$ cat config.mk
export PLATFORM = sky130hd
export DESIGN_NAME = spike_fifo_scheduler_flat
export DESIGN_NICKNAME = d
export VERILOG_FILES = /design/src/rtl/spiketpu_pkg.sv /design/src/rtl/spike_fifo_scheduler_if.sv /design/src/rtl/skew_window.sv /design/src/rtl/spike_fifo_scheduler.sv /design/src/flat_wrapper.sv
export SDC_FILE = /design/constraint.sdc
export NUM_CORES = 1
export LEC_CHECK = 0
export ABC_CLOCK_PERIOD_IN_PS = 3850
export CELL_PAD_IN_SITES_DETAIL_PLACEMENT = 1
export CELL_PAD_IN_SITES_GLOBAL_PLACEMENT = 2
export CORE_MARGIN = 10
export CORE_UTILIZATION = 29
export CTS_CLUSTER_DIAMETER = 60
export CTS_CLUSTER_SIZE = 28
export DETAILED_ROUTE_END_ITERATION = 6
export GPL_TIMING_DRIVEN = 0
export MAX_ROUTING_LAYER = met4
export PLACE_DENSITY_LB_ADDON = 0.1
export SLEW_MARGIN = 20
export SYNTH_ARGS = -nofsm -noshare
export SYNTH_HDL_FRONTEND = slang
export SYNTH_HIERARCHICAL = 1
export SYNTH_SLANG_ARGS = --single-unit
$ cat constraint.sdc
create_clock -name clk -period 3.85 [get_ports clk]
set_input_delay 0.77 -clock clk [delete_from_list [all_inputs] [get_ports clk]]
set_output_delay 0.77 -clock clk [all_outputs]
set_load 0.005 [all_outputs]
$ cat src/rtl/spiketpu_pkg.sv
// Shared types and default geometry for the spike TPU front end
// (scheduler, FIFO bank, systolic array).
package spiketpu_pkg;

    typedef enum logic [1:0] {
        IDLE,
        LOAD,
        STREAM,
        DONE
    } sched_state_t;

    localparam int unsigned ROWS_DEF  = 8;
    localparam int unsigned DEPTH_DEF = 16;

endpackage

$ cat src/rtl/spike_fifo_scheduler_if.sv
// Upstream handshake, per-row FIFO bank strobes and array-side spike bus.
// The master modport is the scheduler side; slave is the surrounding fabric.
interface spike_fifo_scheduler_if
    import spiketpu_pkg::*;
#(
    parameter int unsigned ROWS = ROWS_DEF
);
    logic            in_valid;
    logic            in_ready;
    logic [ROWS-1:0] in_spikes;
    logic            fifo_clr;
    logic [ROWS-1:0] fifo_wr_en;
    logic [ROWS-1:0] fifo_wr_bit;
    logic [ROWS-1:0] fifo_rd_en;
    logic [ROWS-1:0] fifo_rd_bit;
    logic            array_stall;
    logic [ROWS-1:0] arr_valid;
    logic [ROWS-1:0] arr_spike;

    modport master (
        input  in_valid, in_spikes, fifo_rd_bit, array_stall,
        output in_ready, fifo_clr, fifo_wr_en, fifo_wr_bit, fifo_rd_en,
               arr_valid, arr_spike
    );

    modport slave (
        output in_valid, in_spikes, fifo_rd_bit, array_stall,
        input  in_ready, fifo_clr, fifo_wr_en, fifo_wr_bit, fifo_rd_en,
               arr_valid, arr_spike
    );
endinterface

$ cat src/rtl/skew_window.sv
// Diagonal pop mask: row r is inside the wavefront while r <= s < r+n.
module skew_window #(
    parameter int unsigned ROWS = 8,
    parameter int unsigned CW   = 5,
    parameter int unsigned SW   = 5
) (
    input  logic [SW-1:0]   s,
    input  logic [CW-1:0]   n,
    output logic [ROWS-1:0] mask
);
    always_comb begin
        mask = '0;
        for (int unsigned r = 0; r < ROWS; r++) begin
            mask[r] = (32'(s) >= r) && (32'(s) < r + 32'(n));
        end
    end
endmodule

$ cat src/rtl/spike_fifo_scheduler.sv
// Two-phase sequencer for the per-row spike FIFOs: loads a burst of spike
// vectors, then streams them out as a diagonally skewed wavefront.
module spike_fifo_scheduler
    import spiketpu_pkg::*;
#(
    parameter int unsigned ROWS  = ROWS_DEF,
    parameter int unsigned DEPTH = DEPTH_DEF,
    parameter int unsigned CW    = $clog2(DEPTH + 1),
    parameter int unsigned SW    = $clog2(DEPTH + ROWS)
) (
    input  logic                   clk,
    input  logic                   rst,
    input  logic                   start,
    input  logic [CW-1:0]          num_steps,
    output logic                   busy,
    output logic                   done,
    spike_fifo_scheduler_if.master bus
);
    localparam int unsigned SW1 = SW + 1;

    sched_state_t    state_q, state_d;
    logic [CW-1:0]   n_q, load_cnt_q, n_clamped;
    logic [SW-1:0]   s_q;
    logic [SW:0]     last_s;
    logic [ROWS-1:0] pop_mask;
    logic            accept, load_open, hs, stream_go, stream_last;

    assign n_clamped   = (32'(num_steps) > DEPTH) ? CW'(DEPTH) : num_steps;
    assign accept      = (state_q == IDLE) && start;
    assign load_open   = (state_q == LOAD) && (load_cnt_q < n_q);
    assign hs          = bus.in_valid && load_open;
    assign stream_go   = (state_q == STREAM) && !bus.array_stall;
    // Last stream step is s == n+ROWS-2; one extra bit keeps the sum exact.
    assign last_s      = SW1'(n_q) + SW1'(ROWS) - SW1'(2);
    assign stream_last = stream_go && ({1'b0, s_q} == last_s);

    skew_window #(
        .ROWS (ROWS),
        .CW   (CW),
        .SW   (SW)
    ) u_skew (
        .s    (s_q),
        .n    (n_q),
        .mask (pop_mask)
    );

    always_ff @(posedge clk) begin
        if (rst) state_q <= IDLE;
        else     state_q <= state_d;
    end

    always_comb begin
        state_d = state_q;
        unique case (state_q)
            IDLE:    if (start) state_d = (n_clamped != '0) ? LOAD : DONE;
            LOAD:    if (hs && (load_cnt_q + CW'(1) == n_q)) state_d = STREAM;
            STREAM:  if (stream_last) state_d = DONE;
            DONE:    state_d = IDLE;
            default: state_d = IDLE;
        endcase
    end

    always_ff @(posedge clk) begin
        if (rst) begin
            n_q        <= '0;
            load_cnt_q <= '0;
            s_q        <= '0;
        end else begin
            if (accept) begin
                n_q        <= n_clamped;
                load_cnt_q <= '0;
                s_q        <= '0;
            end
            if (hs)        load_cnt_q <= load_cnt_q + CW'(1);
            if (stream_go) s_q        <= s_q + SW'(1);
        end
    end

    always_comb begin
        busy            = (state_q != IDLE);
        done            = (state_q == DONE);
        bus.in_ready    = load_open;
        bus.fifo_clr    = accept && !rst;
        bus.fifo_wr_en  = '0;
        bus.fifo_wr_bit = '0;
        bus.fifo_rd_en  = '0;
        if (hs) begin
            bus.fifo_wr_en  = '1;
            bus.fifo_wr_bit = bus.in_spikes;
        end
        if (stream_go) bus.fifo_rd_en = pop_mask;
    end

    // A stalled cycle issues no pop, so both array outputs fall to zero.
    always_ff @(posedge clk) begin
        if (rst) begin
            bus.arr_valid <= '0;
            bus.arr_spike <= '0;
        end else begin
            bus.arr_valid <= bus.fifo_rd_en;
            bus.arr_spike <= bus.fifo_rd_en & bus.fifo_rd_bit;
        end
    end
endmodule

$ cat src/flat_wrapper.sv
// flat-port wrapper written by rule: the top's interface ports become plain ports
module spike_fifo_scheduler_flat import spiketpu_pkg::*;
#(
    parameter int unsigned ROWS  = ROWS_DEF,
    parameter int unsigned DEPTH = DEPTH_DEF,
    parameter int unsigned CW    = $clog2(DEPTH + 1),
    parameter int unsigned SW    = $clog2(DEPTH + ROWS)
)
  (clk, rst, start, num_steps, busy, done, bus_in_valid, bus_in_spikes, bus_fifo_rd_bit, bus_array_stall, bus_in_ready, bus_fifo_clr, bus_fifo_wr_en, bus_fifo_wr_bit, bus_fifo_rd_en, bus_arr_valid, bus_arr_spike);
  spike_fifo_scheduler_if #(.ROWS(ROWS)) bus_i ();
  input  logic clk;
  input  logic rst;
  input  logic start;
  input  logic [CW-1:0] num_steps;
  output logic busy;
  output logic done;
  input wire logic [$bits(bus_i.in_valid)-1:0] bus_in_valid;
  input wire logic [$bits(bus_i.in_spikes)-1:0] bus_in_spikes;
  input wire logic [$bits(bus_i.fifo_rd_bit)-1:0] bus_fifo_rd_bit;
  input wire logic [$bits(bus_i.array_stall)-1:0] bus_array_stall;
  output wire logic [$bits(bus_i.in_ready)-1:0] bus_in_ready;
  output wire logic [$bits(bus_i.fifo_clr)-1:0] bus_fifo_clr;
  output wire logic [$bits(bus_i.fifo_wr_en)-1:0] bus_fifo_wr_en;
  output wire logic [$bits(bus_i.fifo_wr_bit)-1:0] bus_fifo_wr_bit;
  output wire logic [$bits(bus_i.fifo_rd_en)-1:0] bus_fifo_rd_en;
  output wire logic [$bits(bus_i.arr_valid)-1:0] bus_arr_valid;
  output wire logic [$bits(bus_i.arr_spike)-1:0] bus_arr_spike;
  assign bus_i.in_valid = bus_in_valid;
  assign bus_i.in_spikes = bus_in_spikes;
  assign bus_i.fifo_rd_bit = bus_fifo_rd_bit;
  assign bus_i.array_stall = bus_array_stall;
  assign bus_in_ready = bus_i.in_ready;
  assign bus_fifo_clr = bus_i.fifo_clr;
  assign bus_fifo_wr_en = bus_i.fifo_wr_en;
  assign bus_fifo_wr_bit = bus_i.fifo_wr_bit;
  assign bus_fifo_rd_en = bus_i.fifo_rd_en;
  assign bus_arr_valid = bus_i.arr_valid;
  assign bus_arr_spike = bus_i.arr_spike;
  spike_fifo_scheduler #(.ROWS(ROWS), .DEPTH(DEPTH), .CW(CW), .SW(SW)) u_core (.clk(clk), .rst(rst), .start(start), .num_steps(num_steps), .busy(busy), .done(done), .bus(bus_i));
endmodule
==> metrics.txt, run 1 <==
H-tree depth=2; dpl hpwl=7.060 mm; largest net degree at the start of global routing=22; Slew headroom=55.44%; Post-synth EDFFs=0; count of state elements after synthesis=33; clock-pin slew on the worst setup and hold paths=80 ps; CP Cell Sequence=clkinvlp_4, buf_4, ha_4, inv_1, ha_1, a21oi_1, o21ai_0, a21o_1, a31oi_1, nand2_1, inv_1, clkdlybuf4s50_1; synth top area cells=dfxtp_1 23%, ha_1 22%, xnor2_1 6.2%; first-pass GRT wire length=14.77 mm; CP Buf/Inv Count=5; Setup Skew=9.519 ps; final setup TNS=0 ps; critical path peak fanout=4; worst r2r dst=u_core/bus.arr_spike[7]; Worst EP required=3080 ps; TritonCTS Buffers=5; status=finished clean; Syn. warnings=6; Synth async-reset ratio=0%; Post-Syn Area=2845 sq um; Worst Hold Class=register to register; CP Launch Point=u_core/n_q[1]; Max Buffers Root-to-Sink=2; DRT Wirelength=8.952 mm; post-layout min period=3718 ps; row cnt=36; clock tree sinks=33; net count after synthesis=432; Seq/Total Area, Yosys=23.22%; Setup crit end=bus_fifo_rd_en[2]; total gr overflow=0; worst r2r path cells=12; ANT nets after route=0; vias in the first global route=2842; Mapped Cells=356; power density cells=309.6 nW/um^2; Worst setup EP type=output port; GRT Resource Usage Total=12.94%; CP Launch Type=register; slew of the pin with the lowest slew margin=667.5 ps; buffers added on ports=68; via density per instance=4.721; r2r setup slk=1260 ps; Final nets=512; CP top delay family=buffers and inverters; post-synth top area cell=dfxtp_1; CTS tree=done; final hold violation count=0; IO Count=70; WS Path Type=register to output port; share of layout cells above drive strength 1=12.59%; CP Depth=12; Syn Area/Cell=7.992 sq um; clock latency on the worst-skew pair=290 ps; Max VDD drop=0.1388 mV; fmax=0.2690 GHz; die extent in y=119.1 microns; max-cap viol count=0; Finished Core Util=40.79%; RD Place Congestion=0.8066; Residual DRC=0; antenna violations before repair=0; max incr delay on CP=510 ps; routed vias=2691; Setup Viol. Count Final=0; final period utilization=96.57%; RR Startpoint=u_core/n_q[1]; Area growth, synth to finish=38.83%; Initial Utilization=29.38%; CP most frequent cell=inv_1; Die Width=119.1 microns; DR WL/cell=15.71 microns; # diodes=0; share of the synthesized area in the top cell type=23.22%; Final Max Slew Viols=0; Static Leakage=1.647 nW; number of DRC markers in iteration 0=90; CTS Root Cell=clkbuf_8; drt first pass iters=4; Synth Flop Type=dfxtp_1; hold_buf cts=0; Max stage delay cell, worst path=clkdlybuf4s50_1; crit path DAT=2950 ps; CORE AREA=9684 sq um; die area=14170 sq um; synth unique cells=43
kinds of logic (layout without fill, tap and decap cells):
kind of cell    count (synthesis)  after routing  share of synthesized area (%)
simple gates                  116            116                          20.40
buf+inv                        49            130                          7.783
fa+ha+maj                      50             50                          21.99
compound gates                 82             82                          18.60
xor+xnor                       26             26                          8.004
flops                          33             33                          23.22
registers in the layout (all words and copies together), names as in the netlist:
| name | cells |
|---|---|
| u_core/bus.arr_spike | 8 |
| u_core/bus.arr_valid | 8 |
| u_core/load_cnt_q | 5 |
| u_core/n_q | 5 |
| u_core/s_q | 5 |
| u_core/state_q | 2 |
metal layers:
metal | part of all wire (%) | track usage, % | vias to the layer above
met1 | 51 | 16.78 | 1236
met4 | 1.1 | 2.595 | 0
met5 | 0 | - | -
met2 | 43 | 19.64 | 68
met3 | 4.9 | 3.637 | 6
li1 | - | - | 1381
layout make-up:
class | instances | area, sq um
flip-flops and latches | 33 | 674.4
plain buffers | 16 | 100.1
clock inverters | 3 | 17.52
repair buffers | 75 | 739.5
clock buffers | 5 | 68.82
inverters | 31 | 128.9
fillers | 1161 | 5734
multi-input cells | 274 | 2054
well taps | 133 | 166.4
worst min-delay path by stage:
stage | end | from | slack (ps) | cells after the start
after floorplan | u_core/load_cnt_q[1] | u_core/load_cnt_q[1] | 480 | 2
final | u_core/load_cnt_q[1] | u_core/load_cnt_q[1] | 530 | 2
after global placement | u_core/load_cnt_q[1] | u_core/load_cnt_q[1] | 510 | 2
after CTS | u_core/load_cnt_q[1] | u_core/load_cnt_q[1] | 530 | 2
after global routing | u_core/load_cnt_q[1] | u_core/load_cnt_q[1] | 580 | 2
after detailed placement | u_core/load_cnt_q[1] | u_core/load_cnt_q[1] | 520 | 2
through the flow:
stage                     setup WS (ps)  hold slack [ps]  cell area, sq um  total power, mW  std cells
final                             132.2            527.9              3950            1.223        570
after global routing             -10.87            581.6              3950            1.336        570
after CTS                        -21.08            533.8              3817            1.217        565
after detailed placement         -588.5            520.6              3692           0.9400        557
after global placement           -516.1            506.6              3692           0.9316        557
after floorplan                   662.5            481.2              2845           0.7409        356
layout by cell type (no fill, tap or decap), types with 3 or more instances in the layout:
cell             synthesis  routed
a21o_1                   3       3
ha_1                    50      45
nor3_1                   4       4
nor3b_1                  4       4
ha_2                     0       3
nand3_1                 11      11
o21ai_0                 17      16
a21oi_2                  0       3
clkbuf_1                 9       5
and2_1                  18      18
nor2b_1                  4       4
nand2_1                 25      25
dfxtp_1                 33      28
nand2b_1                 5       5
clkbuf_8                 0       5
dfxtp_4                  0       3
xor2_1                   6       6
clkdlybuf4s50_1          0      67
inv_1                   29      26
a311oi_1                 3       3
a21oi_1                 32      29
nor2_1                  34      34
xnor2_1                 20      19
clkinvlp_4               0       4
o21a_1                   4       4
buf_4                    8      14
clkinv_2                 0       3
report_power, final:
part | internal (mW) | total, mW | switching, mW | leakage, nW
sequential | 0.361 | 0.394 | 0.0323 | 0.270
combinational | 0.268 | 0.567 | 0.298 | 1.33
clock | 0.125 | 0.262 | 0.138 | 0.0439
total | 0.754 | 1.22 | 0.468 | 1.65
worst reg2reg max path, cell delays in order, from the launching register on:
cell	delay (ps)
dfxtp_4	370
clkinvlp_4	140
buf_4	180
ha_4	160
a21boi_2	160
xnor2_1	90
ha_1	200
or4_4	550
a31oi_4	180
a2bb2oi_2	170
nand2_1	100
nor2_1	120
and2_1	130
repair_timing:
item,CTS,global route
pin swaps,1,3
resized for setup,14,23
setup buffers,2,5
hold endpoints to repair,0,0
endpoints found under the setup margin,23,21
cells in the mapped netlist, types with 3 or more instances:
cell / number
xor2_1: 6
a211oi_1: 3
o21ai_0: 17
a21oi_1: 32
nor2_1: 34
ha_1: 50
nand2b_1: 5
nand3_1: 11
nor3b_1: 4
o21a_1: 4
nand2_1: 25
dfxtp_1: 33
clkbuf_1: 9
and2_1: 18
nor3_1: 4
nor2b_1: 4
o22ai_1: 3
inv_1: 29
xnor2_1: 20
buf_4: 8
a21o_1: 3
a311oi_1: 3
Power figures use the tool's default switching activity.
==> run 2, diff against run 1 <==
--- a/config.mk
+++ b/config.mk
@@ -10,7 +10,6 @@
 export CELL_PAD_IN_SITES_GLOBAL_PLACEMENT = 2
 export CORE_MARGIN = 10
 export CORE_UTILIZATION = 29
-export CTS_CLUSTER_DIAMETER = 60
 export CTS_CLUSTER_SIZE = 28
 export DETAILED_ROUTE_END_ITERATION = 6
 export GPL_TIMING_DRIVEN = 0
==> results of run 2 <==
Final layout, timing and power as in run 1 (identical DEF).
